File: src/rtl/jzjpcc_mmio_bank.sv
// jzjpcc_mmio_bank: memory-mapped I/O bank occupying the top words of the
// 32-bit address space. It provides NUM_PORTS bidirectional 32-bit ports, each
// with a per-bit direction register, an input synchroniser, byte-masked writes
// and, optionally, input-change interrupt latching.
//
// Word map (T = 2^30 as a word index):
//   data port i        : T - NUM_PORTS + i
//   direction reg i    : T - 2*NUM_PORTS + i
//   pending register   : T - 2*NUM_PORTS - 1
//
// Ports:
//   clock, reset      sole clock; synchronous active-high reset
//   memAddress        word address [31:2] from execute
//   memWriteEnable    write strobe for memAddress
//   memByteMask       byte lanes to write
//   memDataToWrite    write data
//   memSelected       combinational region hit for memAddress
//   memDataRead       registered read data for the previous cycle's address
//   portInputs        asynchronous input pins, one 32-bit word per port
//   portOutputs       output registers
//   portDirections    direction registers (1 = output driven)
//   edgeIrq           OR of pending bits (only with JZJPCC_MMIO_EDGE_EN)
//
// Build option: define JZJPCC_MMIO_EDGE_EN to build the pending register,
// previous-value flops and the edgeIrq port. Without it the pending word is
// still decoded but reads 0 and ignores writes.
module jzjpcc_mmio_bank #(
  parameter int unsigned NUM_PORTS   = 8,
  parameter int unsigned SYNC_STAGES = 2
) (
  input  logic                        clock,
  input  logic                        reset,
  input  logic [29:0]                 memAddress,
  input  logic                        memWriteEnable,
  input  logic [3:0]                  memByteMask,
  input  logic [31:0]                 memDataToWrite,
  output logic                        memSelected,
  output logic [31:0]                 memDataRead,
  input  logic [NUM_PORTS-1:0][31:0]  portInputs,
  output logic [NUM_PORTS-1:0][31:0]  portOutputs,
  output logic [NUM_PORTS-1:0][31:0]  portDirections
`ifdef JZJPCC_MMIO_EDGE_EN
  ,
  output logic                        edgeIrq
`endif
);

  localparam int unsigned IDX_W     = (NUM_PORTS > 1) ? $clog2(NUM_PORTS) : 1;
  localparam logic [30:0] ADDR_TOP  = 31'h4000_0000;
  localparam logic [29:0] DATA_BASE = 30'(ADDR_TOP - 31'(NUM_PORTS));
  localparam logic [29:0] DIR_BASE  = 30'(ADDR_TOP - 31'(2 * NUM_PORTS));
  localparam logic [29:0] PEND_ADDR = DIR_BASE - 30'd1;

  logic             isData;
  logic             isDir;
  logic             isPend;
  logic [IDX_W-1:0] portIdx;
  logic [31:0]      bitMask;
  logic [31:0]      pendWord;
  logic [31:0]      readMux;

  logic [NUM_PORTS-1:0][31:0] syncFf [SYNC_STAGES];
  logic [NUM_PORTS-1:0][31:0] syncedIn;

  // The bank sits at the very top of the space, so each region is a lower bound
  assign memSelected = (memAddress >= PEND_ADDR);
  assign syncedIn    = syncFf[SYNC_STAGES-1];

  // Address decode and byte-lane expansion
  always_comb begin
    isData  = (memAddress >= DATA_BASE);
    isDir   = (memAddress >= DIR_BASE) && !isData;
    isPend  = (memAddress == PEND_ADDR);
    portIdx = isData ? IDX_W'(memAddress - DATA_BASE)
                     : IDX_W'(memAddress - DIR_BASE);
    for (int b = 0; b < 4; b++) begin
      bitMask[8*b +: 8] = {8{memByteMask[b]}};
    end
  end

`ifdef JZJPCC_MMIO_EDGE_EN
  logic [NUM_PORTS-1:0][31:0] prevSync;
  logic [NUM_PORTS-1:0]       pending;
  logic [NUM_PORTS-1:0]       pendSet;
  logic [NUM_PORTS-1:0]       pendClr;

  // Change detection on input-direction bits; W1C from the bus
  always_comb begin
    for (int i = 0; i < int'(NUM_PORTS); i++) begin
      pendSet[i] = |((syncedIn[i] ^ prevSync[i]) & ~portDirections[i]);
    end
    pendClr = (memWriteEnable && isPend) ? NUM_PORTS'(memDataToWrite & bitMask)
                                         : '0;
    pendWord = 32'(pending);
  end

  assign edgeIrq = |pending;

  // Set is applied after clear so a simultaneous edge is never lost
  always_ff @(posedge clock) begin
    if (reset) begin
      prevSync <= '0;
      pending  <= '0;
    end else begin
      prevSync <= syncedIn;
      pending  <= (pending & ~pendClr) | pendSet;
    end
  end
`else
  assign pendWord = '0;
`endif

  // Read mux; data port bits come from the output register or the pin per direction
  always_comb begin
    readMux = '0;
    if (isData) begin
      readMux = (portOutputs[portIdx] & portDirections[portIdx]) |
                (syncedIn[portIdx] & ~portDirections[portIdx]);
    end else if (isDir) begin
      readMux = portDirections[portIdx];
    end else if (isPend) begin
      readMux = pendWord;
    end
  end

  // Registered read, synchroniser chain and byte-masked register writes
  always_ff @(posedge clock) begin
    if (reset) begin
      memDataRead    <= '0;
      portOutputs    <= '0;
      portDirections <= '0;
      for (int s = 0; s < int'(SYNC_STAGES); s++) begin
        syncFf[s] <= '0;
      end
    end else begin
      memDataRead <= readMux;
      syncFf[0]   <= portInputs;
      for (int s = 1; s < int'(SYNC_STAGES); s++) begin
        syncFf[s] <= syncFf[s-1];
      end
      if (memWriteEnable && isData) begin
        portOutputs[portIdx] <= (portOutputs[portIdx] & ~bitMask) |
                                (memDataToWrite & bitMask);
      end
      if (memWriteEnable && isDir) begin
        portDirections[portIdx] <= (portDirections[portIdx] & ~bitMask) |
                                   (memDataToWrite & bitMask);
      end
    end
  end

endmodule

File: config.mk
export PLATFORM = sky130hd
export DESIGN_NAME = jzjpcc_mmio_bank
export DESIGN_NICKNAME = d
export VERILOG_FILES = /design/src/rtl/jzjpcc_mmio_bank.sv
export SDC_FILE = /design/constraint.sdc
export NUM_CORES = 2
export LEC_CHECK = 0
export CORE_AREA = 2 2 340 342
export CTS_CLUSTER_DIAMETER = 120
export DETAILED_ROUTE_END_ITERATION = 10
export DIE_AREA = 0 0 342 344
export GPL_ROUTABILITY_DRIVEN = 0
export PLACE_DENSITY_LB_ADDON = 0.3
export SYNTH_ARGS = -nofsm -noshare
export SYNTH_HDL_FRONTEND = slang
export SYNTH_SLANG_ARGS = --single-unit
File: constraint.sdc
create_clock -name clock -period 2.6 [get_ports clock]
set_clock_uncertainty 0.2 [all_clocks]
set_input_delay 0.26 -clock clock [delete_from_list [all_inputs] [get_ports clock]]
set_output_delay 0.26 -clock clock [all_outputs]
set_load 0.1 [all_outputs]
==> flow_metrics.tcl <==
set metrics [dict create \
    status "finished with violations" \
    violations "negative setup slack" \
    worst_pin_slew_ns 1.09 \
    post-place-ws_ns -0.445 \
    synthCells 3554 \
    slowest_delay_ns 0.73 \
    layout_setup_ws_ns -0.0238 \
    register_area_um2 21100 \
    cts.sinks 1056 \
    clk_latency_ns 0.71 \
    synth-edff-count 0 \
    io_pins 870 \
    ctsHtreeMaxLevel 3 \
    reg2reg_from "portDirections[155]" \
    p_leak_nw 23.1 \
    wl_per_cell_um 29.4 \
    synth.distinct_cells 74 \
    rsz0062_at_grt "false" \
    root_buffer "clkbuf_16" \
    grt_overflow 0 \
    min_from "memAddress[2]" \
    die_w_um 342 \
    drtPass1Iterations 6 \
    cp_cell_sequence "mux2_2, a221o_1, a221oi_1, a2111oi_2, buf_4, a22o_1" \
    clockBufferDepth 3 \
    cp_data_required_time_ns 3.00 \
    r2r_setup_slack_ns -0.02 \
    drt_iter0_markers 2930 \
    dieArea_um2 118000 \
    syn_nets 3879 \
    slew_viol_final 0 \
    netlist_area_um2 37400 \
    final_nets 5279 \
    critPathArrivalTime_ns 3.03 \
    final_util_pct 49.7 \
    fin_cells 6567 \
    p_per_area_nw_per_um2 641 \
    min_path_type "primary input to register" \
    via_count 34700 \
    grt_pass1_vias 33400 \
    cts_buffers 111 \
    drc 0 \
    post-route-period-util_pct 101 \
    finalPower_w 0.0363 \
    maxSlewHeadroom_pct 27.2 \
    finalHoldViolCount 0 \
    grt_pass1_wl_um 261000 \
    cp_slowest_cell "a221oi_1" \
    multi_input_area_um2 15500 \
    max_freq_mhz 381 \
    die_h_um 344 \
    async_reset_ff_share_pct 0 \
    cts_tree "done" \
    ys_seq_area_share_pct 56.5 \
    dp_hpwl_um 147000 \
    core_area_um2 114000 \
    port_buffers 869 \
    antenna_found_initial 29 \
    drtAntennaViolNets 0 \
    wl_um 193000 \
    grt_max_degree 101 \
    clk_pin_slew_ns 0.06 \
    min_period_ns 2.62 \
    ys_ff_latch 1056 \
    cp_num_buf_inv 1 \
    ir_drop_v 0.000499 \
    start_util_pct 32.9 \
    cp-startpoint "portDirections[155]" \
    final_layout_size_suffix_gt1_share_pct 27.1 \
    endpoint_kind "register" \
    placed_cells 6089 \
    track_usage_pct 31.6 \
    final.fill_count 10400 \
    path_class "register to register" \
    path_delay_family "compound AO/OA/AOI/OAI gates" \
    viasPerCell 5.28 \
    maxCapViolCount 0 \
    setup_viol 3 \
    syn2layout_area_growth_pct 51.1 \
    yosys_warnings 0 \
    cp_max_fo 8 \
    ys.flop_type "dfxtp_1" \
    avgSynthCellArea_um2 10.5 \
    placementRows 124 \
    critPathLaunchType "register" \
]
[timing repair]
action / CTS / global route
endpoints found under the setup margin: 1 / 3
setup buffers: 2 / 1
pin swaps: 3 / 4
hold buffers: 260 / 1
resized for setup: 5 / 2
hold endpoints to repair: 303 / 1
[worst paths after layout]
path / to / cells after the start
max: portDirections[27] / 6
min: memDataRead[20] / 4
max reg2reg: portDirections[27] / 6
min reg2reg: syncFf[0][333] / 1
[cells by family (layout without fill, tap and decap cells)]
| kind of cell | Yosys count | count (layout) | synth area share (%) |
|---|---|---|---|
| other cells | 0 | 10 | 0 |
| flops | 1056 | 1056 | 56.5 |
| buf+inv | 284 | 1775 | 3.21 |
| compound gates | 902 | 902 | 16.6 |
| mux | 200 | 200 | 7.81 |
| simple gates | 1112 | 1112 | 15.9 |
[registers in the layout, summed over array words and instances, names as in the netlist]
name	flops
portDirections	256
portOutputs	256
syncFf	512
memDataRead	32
[cells in the mapped netlist (all sizes together) (9+ instances only)]
| library cell | number | area share (%) |
|---|---|---|
| a21oi | 42 | 0.56 |
| a221o | 23 | 0.61 |
| a221oi | 71 | 1.7 |
| a22o | 51 | 1.2 |
| a22oi | 46 | 0.92 |
| a31oi | 14 | 0.23 |
| a32o | 9 | 0.24 |
| and2 | 13 | 0.22 |
| and3 | 17 | 0.28 |
| buf | 84 | 1.2 |
| clkbuf | 189 | 1.9 |
| dfxtp | 1056 | 56 |
| mux2 | 77 | 2.3 |
| mux2i | 57 | 1.5 |
| mux4 | 66 | 4.0 |
| nand2 | 415 | 4.2 |
| nand2b | 25 | 0.42 |
| nand3 | 19 | 0.32 |
| nand4 | 9 | 0.17 |
| nor2 | 37 | 0.38 |
| nor2b | 536 | 9.0 |
| nor3b | 9 | 0.18 |
| o21ai | 367 | 4.9 |
| o22ai | 23 | 0.38 |
| o2bb2ai | 170 | 4.0 |
| o31ai | 26 | 0.52 |
[through the flow]
stage               hold slack, ns  setup TNS (ns)  area [µm²]
finish                      0.0500         -0.0333       56600
global route                0.0227               0       56600
floorplan                    0.188        -0.00333       37500
global placement             0.219         -143.14       50200
CTS                        0.00424               0       56500
detailed placement           0.220         -152.80       50200
[cell type report]
type                    count  share of cell area [%]
inverters                  11                  0.0774
well taps                1512                    3.34
repair buffers           1560                    25.2
diodes                     10                  0.0442
flip-flops and latches   1056                    37.4
clock buffers             154                    5.58
multi-input cells        2214                    27.4
clock inverters            50                    1.02
[per-layer routing]
layer	wire [µm]	track usage, %	up-vias
li1	-	-	15400
met1	70700	36.1	16800
met2	90100	52.9	1903
met3	18700	9.25	489
met4	13400	17.8	24
met5	157	0	-
[cell usage in the layout (no fill, tap or decap), types with 26 or more instances in the layout]
cell type	instances
a21oi_1	42
dlygate4sd3_1	261
o2bb2ai_1	170
buf_12	85
a22oi_1	46
mux2_2	77
buf_4	890
clkbuf_16	111
a22o_1	51
nand2_1	413
mux2i_1	57
nor2_1	33
clkdlybuf4s50_1	316
mux4_2	66
o21ai_1	26
a221oi_1	71
o21ai_0	341
dfxtp_1	1054
nor2b_1	530
[tightest hold or removal path: stages]
cell,delay (ns)
buf_8,0.17
a21oi_1,0.21
nor2_1,0.07
mux2_2,0.21
[power breakdown]
part	total (W)	switching, W	internal, W
sequential	0.0166	0.0000874	0.0166
combinational	0.00340	0.00178	0.00161
clock	0.0163	0.00685	0.00940
total	0.0363	0.00872	0.0276
(Power assumes the default switching activity.)
